==> src/rtl/glb_arbiter.sv <==
// +------------------------------------------------------------------------+
// | glb_arbiter: two-requester round-robin arbiter for the GLB port set,   |
// | with burst lock, starvation cap and 1-cycle read-return routing.       |
// | Revision: 1.0                                                          |
// +------------------------------------------------------------------------+
`default_nettype none

module glb_arbiter #(
  parameter int ADDR_WIDTH = 32,
  parameter int DATA_WIDTH = 8,
  parameter int MAX_BURST  = 16
) (
  input  logic                    clk,
  input  logic                    rst,
  input  logic                    t_req,
  input  logic                    p_req,
  input  logic                    t_lock,
  input  logic                    p_lock,
  output logic                    t_gnt,
  output logic                    p_gnt,
  input  logic [3:0]              t_re,
  input  logic [3:0]              p_re,
  input  logic [3:0]              t_we,
  input  logic [3:0]              p_we,
  input  logic [ADDR_WIDTH-1:0]   t_addr,
  input  logic [ADDR_WIDTH-1:0]   p_addr,
  input  logic [DATA_WIDTH*4-1:0] t_wdata,
  input  logic [DATA_WIDTH*4-1:0] p_wdata,
  output logic [DATA_WIDTH*4-1:0] t_rdata,
  output logic [DATA_WIDTH*4-1:0] p_rdata,
  output logic                    t_rvalid,
  output logic                    p_rvalid,
  output logic [3:0]              glb_re,
  output logic [3:0]              glb_we,
  output logic [ADDR_WIDTH-1:0]   glb_r_addr,
  output logic [ADDR_WIDTH-1:0]   glb_w_addr,
  output logic [DATA_WIDTH*4-1:0] glb_w_data,
  input  logic [DATA_WIDTH*4-1:0] glb_r_data
);

  localparam int BW = $clog2(MAX_BURST + 1);
  localparam logic [BW-1:0] c_MAX_BURST = BW'(MAX_BURST);
  localparam logic [BW-1:0] c_ONE       = BW'(1);

  typedef enum logic [1:0] {
    OWN_NONE = 2'd0,
    OWN_T    = 2'd1,
    OWN_P    = 2'd2
  } owner_e;

  owner_e          r_owner;
  owner_e          r_rd_own;
  logic            r_rr_p;
  logic [BW-1:0]   r_burst;
  logic            r_rd_pend;

  owner_e          w_winner;
  owner_e          w_owner_nxt;
  logic            w_own_req;
  logic            w_oth_req;
  logic [BW-1:0]   w_burst_nxt;

  // Winner selection: a locked owner keeps the port unless the cap is hit under contention
  always_comb begin
    w_own_req = 1'b0;
    w_oth_req = 1'b0;
    w_winner  = OWN_NONE;
    case (r_owner)
      OWN_T: begin
        w_own_req = t_req;
        w_oth_req = p_req;
      end
      OWN_P: begin
        w_own_req = p_req;
        w_oth_req = t_req;
      end
      default: ;
    endcase
    if (rst) begin
      w_winner = OWN_NONE;
    end else if (r_owner != OWN_NONE && w_own_req &&
                 (r_burst < c_MAX_BURST || !w_oth_req)) begin
      w_winner = r_owner;
    end else if (t_req && !p_req) begin
      w_winner = OWN_T;
    end else if (p_req && !t_req) begin
      w_winner = OWN_P;
    end else if (t_req && p_req) begin
      w_winner = r_rr_p ? OWN_P : OWN_T;
    end
  end

  always_comb begin
    t_gnt      = 1'b0;
    p_gnt      = 1'b0;
    glb_re     = '0;
    glb_we     = '0;
    glb_r_addr = '0;
    glb_w_addr = '0;
    glb_w_data = '0;
    case (w_winner)
      OWN_T: begin
        t_gnt      = 1'b1;
        glb_re     = t_re;
        glb_we     = t_we;
        glb_r_addr = t_addr;
        glb_w_addr = t_addr;
        glb_w_data = t_wdata;
      end
      OWN_P: begin
        p_gnt      = 1'b1;
        glb_re     = p_re;
        glb_we     = p_we;
        glb_r_addr = p_addr;
        glb_w_addr = p_addr;
        glb_w_data = p_wdata;
      end
      default: ;
    endcase
  end

  always_comb begin
    w_owner_nxt = OWN_NONE;
    if (w_winner == OWN_T && t_lock) begin
      w_owner_nxt = OWN_T;
    end else if (w_winner == OWN_P && p_lock) begin
      w_owner_nxt = OWN_P;
    end
    w_burst_nxt = c_ONE;
    if (w_winner == r_owner) begin
      w_burst_nxt = (r_burst == c_MAX_BURST) ? r_burst : r_burst + c_ONE;
    end
  end

  always_ff @(posedge clk) begin
    if (rst) begin
      r_owner   <= OWN_NONE;
      r_rr_p    <= 1'b0;
      r_burst   <= c_ONE;
      r_rd_pend <= 1'b0;
      r_rd_own  <= OWN_NONE;
    end else begin
      r_owner   <= w_owner_nxt;
      r_burst   <= w_burst_nxt;
      r_rd_pend <= |glb_re;
      r_rd_own  <= w_winner;
      if (w_winner != OWN_NONE) begin
        r_rr_p <= (w_winner == OWN_T);
      end
    end
  end

  assign t_rvalid = !rst && r_rd_pend && (r_rd_own == OWN_T);
  assign p_rvalid = !rst && r_rd_pend && (r_rd_own == OWN_P);
  assign t_rdata  = glb_r_data;
  assign p_rdata  = glb_r_data;

endmodule

`default_nettype wire

==> config.mk <==
export PLATFORM = sky130hd
export DESIGN_NAME = glb_arbiter
export DESIGN_NICKNAME = d
export VERILOG_FILES = /design/src/rtl/glb_arbiter.sv
export SDC_FILE = /design/constraint.sdc
export NUM_CORES = 1
export LEC_CHECK = 0
export ABC_AREA = 1
export ABC_CLOCK_PERIOD_IN_PS = 3900
export CORE_AREA = 2 2 138 140
export DETAILED_ROUTE_END_ITERATION = 8
export DIE_AREA = 0 0 140 142
export SKIP_LAST_GASP = 1
export SLEW_MARGIN = 20
export SYNTH_ARGS = -nofsm -noshare
export SYNTH_HDL_FRONTEND = slang
export SYNTH_SLANG_ARGS = --single-unit
export TNS_END_PERCENT = 100
==> constraint.sdc <==
create_clock -name clk -period 3.9 [get_ports clk]
set_clock_uncertainty 0.2 [all_clocks]
set_input_delay 0.585 -clock clk [delete_from_list [all_inputs] [get_ports clk]]
set_output_delay 0.585 -clock clk [all_outputs]
set_load 0.01 [all_outputs]
**After elaboration in Yosys (flattened, before gate mapping)**

Cells that the tools add are included.

- Flip-flop bits (word level): 11
- Output and inout port bits: 172
- Logic and storage cells: 53
- Input bits: 182

- Order comparisons: 1
- Muxes and demuxes: 16
- $add $sub $neg: 1
- Reductions and logical operators: 20
- Bitwise gates (word level): 1
- Equal/unequal tests: 8

Operator list:

| operator | count |
|---|---|
| case mux 32 bit (2 select lines) | 2 |
| case mux 4 bit (2 select lines) | 2 |
| 2-to-1 mux 2 bit | 7 |
| logical AND 1 bit | 10 |
| == test 2 x 1 -> 1 bit (second input constant) | 3 |
| == test 2 bit (second input constant) | 3 |
| adder 5 x 1 -> 5 bit (second input constant) | 1 |
| == test 5 bit (second input constant) | 1 |
| less-than comparator 5 bit (second input constant) | 1 |
| zero test 1 bit | 4 |
| case mux 1 bit (2 select lines) | 2 |
| nonzero test 2 bit | 2 |
| OR reduction 2 bit | 2 |
| OR reduction 4 bit | 1 |
| 2-to-1 mux 1 bit | 3 |
| == test 2 bit | 1 |
| logical OR 1 bit | 1 |
| inverter 1 bit | 1 |

**Longest topological paths before layout**

- Word-level depth: 11
- Gate-level depth with buffers: 16
- Gate-level depth less buffers: 14

**Least setup slack after synthesis**

OpenSTA, ideal clock, no wires.

- Path kind: register -> output
- From: reg r_owner[1]
- To: out glb_w_addr[11]
- Buffers on the path: 3
- Arrival: 2549 ps
- Required time: 3115 ps
- Setup slack: 566 ps
- Cell stages (with the launch flop): 13
- Cells stage by stage: dfxtp_1 > inv_1 > ha_1 > nand2_1 > a21oi_2 > nand2_2 > o211ai_1 > ha_1 > buf_2 > buf_1 > nand2_1 > a21oi_1 > buf_4

- Word-level cells in the longest chain between the ends: 9
- Elaborated cells on any way between the ends: 14
- Those cells by class: eq/ne (4); mux (5); reduce/logical (5)

RTL lines:

| what | line | text |
|---|---|---|
| start, declared | 51 | `owner_e r_owner;` |
| start signal, assigned | 143 | `r_owner <= w_owner_nxt;` |
| == test 2 bit or == test 2 x 1 -> 1 bit (tied branches) | 68 | `case (r_owner)` |
| case mux 1 bit (2 select lines) | 68 |  |
| zero test 1 bit | 82 | `(r_burst < c_MAX_BURST \|\| !w_oth_req)) begin` |
| logical OR 1 bit | 82 |  |
| logical AND 1 bit | 81 | `end else if (r_owner != OWN_NONE && w_own_req &&` |
| 2-to-1 mux 2 bit * | 81 |  |
| 2-to-1 mux 2 bit * | 79 | `if (rst) begin` |
| == test 2 bit or == test 2 x 1 -> 1 bit (tied branches) | n/a |  |
| case mux 32 bit (2 select lines) * | n/a |  |
| end, declared | 36 | `output logic [ADDR_WIDTH-1:0] glb_w_addr,` |

Every way passes the cells marked *; elsewhere a longest branch is shown, timed or not.

**Worst setup path in the final report**

- From: reg r_owner[1]
- To: out glb_w_data[14]

- Word-level cells in the longest chain between the ends: 9
- Elaborated cells on any way between the ends: 14
- Those cells by class: eq/ne (4); mux (5); reduce/logical (5)

RTL lines:

| what | line | text |
|---|---|---|
| == test 2 bit or == test 2 x 1 -> 1 bit (tied branches) | 68 |  |
| case mux 1 bit (2 select lines) | 68 |  |
| zero test 1 bit | 82 |  |
| logical OR 1 bit | 82 |  |
| logical AND 1 bit | 81 |  |
| 2-to-1 mux 2 bit * | 81 |  |
| 2-to-1 mux 2 bit * | 79 |  |
| == test 2 bit or == test 2 x 1 -> 1 bit (tied branches) | 101 | `case (w_winner)` |
| case mux 32 bit (2 select lines) * | 101 |  |
| end, declared | 37 | `output logic [DATA_WIDTH*4-1:0] glb_w_data,` |

Marked as above.

==> impl_metrics.yaml <==
run_status:
  outcome: "complete, but fails checks"
  violations: "design-rule violations"
setup_path:
  worstPathRequired_ps: 3120
  startpoint: "r_owner[1]"
  r2r_end: "r_rd_pend"
  cp-endpoint: "glb_w_data[14]"
  worstPathCellList: "inv_1 > ha_1 > nand2_1 > a21oi_2 > nand2_2 > o211ai_1 > ha_2 > buf_12 > buf_4 > nand2_1 > a21oi_1 > clkdlybuf4s50_1"
  crit_top_cell: "nand2_1"
  crit_family: "buffers and inverters"
  criticalPathCategory: "flip-flop to output pin"
  path_depth: 12
  critPathSlowestCell: "clkdlybuf4s50_1"
  crit_path_max_incr_delay_ps: 550
  r2r_cells: 14
  worstPathArrival_ps: 3060
  r2r_start: "r_owner[1]"
  critPathMaxFanout: 25
  path_buf_inv: 4
  r2r_slack_ps: 870
  cp-end-kind: "output pin"
  cp-start-kind: "flip-flop"
timing:
  layout_setup_ws_ps: 56.9
  rsz0062_at_grt: "yes"
  hold_viol: 0
  totalNegativeSetupSlack_ps: 0
  tightest_slew_ps: 321
  min_period_ps: 3840
  fin_crit_sh: 0.985
  final-max-slew-violation-count: 0
  max_freq_mhz: 260
  max_slew_margin: 0.785
  setup_viol: 0
placement:
  dp_hpwl_um: 8870
  gp_congestion: 0.764
  portBuffers: 257
  preCtsSetupSlack_ps: -181
  placed_area_mm2: 0.00478
global_route:
  antenna_found_initial: 0
  grt_max_degree: 33
  grt_pass1_vias: 3044
  overflow: 0
  grt_usage: 0.101
  grt_pass1_wl_um: 16000
route:
  drt.antenna.violating_nets: 0
  wl_um: 11000
  wl_per_cell_um: 13.2
  via_count: 3108
  drtIter0Drc: 116
  drc: 8
  drt_pass1_iterations: 7
  routed_via_density: 3.70
layout:
  nets: 796
  diodes: 0
  drive_gt1_frac: 0.101
  fillers: 2064
  fin_util: 0.264
  seqCellArea_um2: 225
  stdcell_area_mm2: 0.00488
  multi_input_area_mm2: 0.00132
  areaGrowthSynthToFinish_pct: 104
synthesis:
  syn-num-nets: 615
  syn_avg_cell_area_um2: 5.63
  syn-cell-area_mm2: 0.00239
  ys_warn_count: 0
  yosysTopAreaCellShare: 0.301
  synth-seq-cells: 11
  ys_types: 24
  syn_inst: 425
  synth.largest_area_cell: "buf_4"
  yosysSeqAreaShare: 0.0921
  synth_area_leaders: "buf_4 30%, nand2_1 25%, a21oi_1 15%"
cts:
  numCtsBuffers: 3
  clk-insertion-delay-late_ps: 240
  cts_tree: "yes"
  clock_path_buffers: 2
  path_clk_slew_ps: 50
  h-tree-depth: 1
  cts_num_sinks: 11
  hold_buffers: 0
  cts_root_buffer: "clkbuf_16"
flow_run:
  drv_cap: 0
floorplanning:
  die_h_um: 142
  start_util: 0.130
  die_area_mm2: 0.0199
  die_w_um: 140
  rows: 50
  core-area_mm2: 0.0185
  io_pins: 354
power_and_ir_drop:
  vdd_drop_max_mv: 0.129
  powerDensity_mw_per_mm2: 152
  power.total_mw: 0.741
  p_leak_nw: 2.43
min_path:
  hp-class: "flip-flop to flip-flop"
  min_from: "r_rr_p"
## cell type report
type / count / area share
well taps: 234 / 0.0600
flip-flops and latches: 11 / 0.0461
inverters: 20 / 0.0154
multi-input cells: 275 / 0.270
clock inverters: 1 / 0.00103
repair buffers: 295 / 0.592
clock buffers: 3 / 0.0154
## cells by family after synthesis
family	after synthesis	synth area share
fa+ha+maj	8	0.0419
compound gates	80	0.174
buf+inv	139	0.373
simple gates	183	0.305
xor+xnor	4	0.0147
flops	11	0.0921
## sequential cells by signal, summed over array words and instances (netlist names)
signal / count
r_owner: 2
r_rd_pend: 1
r_rd_own: 2
r_rr_p: 1
r_burst: 5
## report_power, final
| part | leakage (nW) | switching, mW | internal (mW) |
|---|---|---|---|
| clock | 0.0409 | 0.0556 | 0.136 |
| combinational | 2.30 | 0.172 | 0.253 |
| sequential | 0.0913 | 0.00489 | 0.119 |
| total | 2.43 | 0.233 | 0.508 |
## cell usage after synthesis
cell and number:
a21oi_1 72, buf_1 5, a22o_1 2, buf_2 8, clkinv_1 1, nand2_1 158, buf_4 96, ha_1 8
o21ai_0 3, nand3b_1 1, a21oi_2 1, clkbuf_1 10, nand3_1 5, nand3_2 2, nand4_1 2, nand2_2 4
o211ai_1 1, nor2_1 9, inv_1 19, a31oi_1 1, xor2_1 4, nor2_2 1, nor3_1 1, dfxtp_1 11
## metal layers
metal  GRT usage  vias up  routed length [um]
met4      0.0197        0                 196
met1       0.115     1329                4430
met2       0.183      153                5470
met5           0        -                   0
met3      0.0350       22                 950
li1            -     1604                   -
## per-stage QoR
stage	std cells	hold slack (ps)
floorplan	425	244
finish	839	314
global route	839	325
global placement	832	265
detailed placement	832	275
CTS	839	282
## worst min-delay path: cells and delay by family, from the launching register on
kind | cells | cell delay (ps)
flip-flops | 1 | 300
AO/OA/AOI/OAI | 1 | 80
buffers and inverters | 1 | 90
## worst min-delay path by stage
stage                         to  slack, ps  cells past startpoint
after floorplan           r_rr_p        240                      2
after global placement    r_rr_p        260                      2
after detailed placement  r_rr_p        280                      2
after CTS                 r_rr_p        280                      2
after global routing      r_rr_p        330                      2
final                     r_rr_p        310                      2
## layout by cell type (no fill, tap or decap)
cell	n
clkinv_2	1
a22o_1	2
dlymetal6s2s_1	16
clkbuf_16	3
bufbuf_16	1
xor2_1	4
nand3b_1	1
a21oi_2	7
ha_4	1
dfxtp_2	1
a21oi_1	66
ha_2	1
o21ai_0	3
nor3_1	1
dlygate4sd2_1	85
nand3_2	2
nor2_1	9
nand2_2	4
dfxtp_4	1
nor2_2	1
nand3_1	5
a31oi_1	1
buf_12	6
buf_4	31
dfxtp_1	9
nand4_1	2
ha_1	6
o211ai_1	1
inv_2	1
inv_1	19
clkdlybuf4s50_1	156
nand2_1	158
## timing repair
item | CTS | global route
cloned | 1 | 0
setup buffers | 2 | 0
endpoints found under the hold margin | 0 | 0
gates resized for setup | 91 | 20
endpoints found under the setup margin | 97 | 54
pin swaps | 2 | 1
Note: power is estimated with default switching activity, not from simulation.
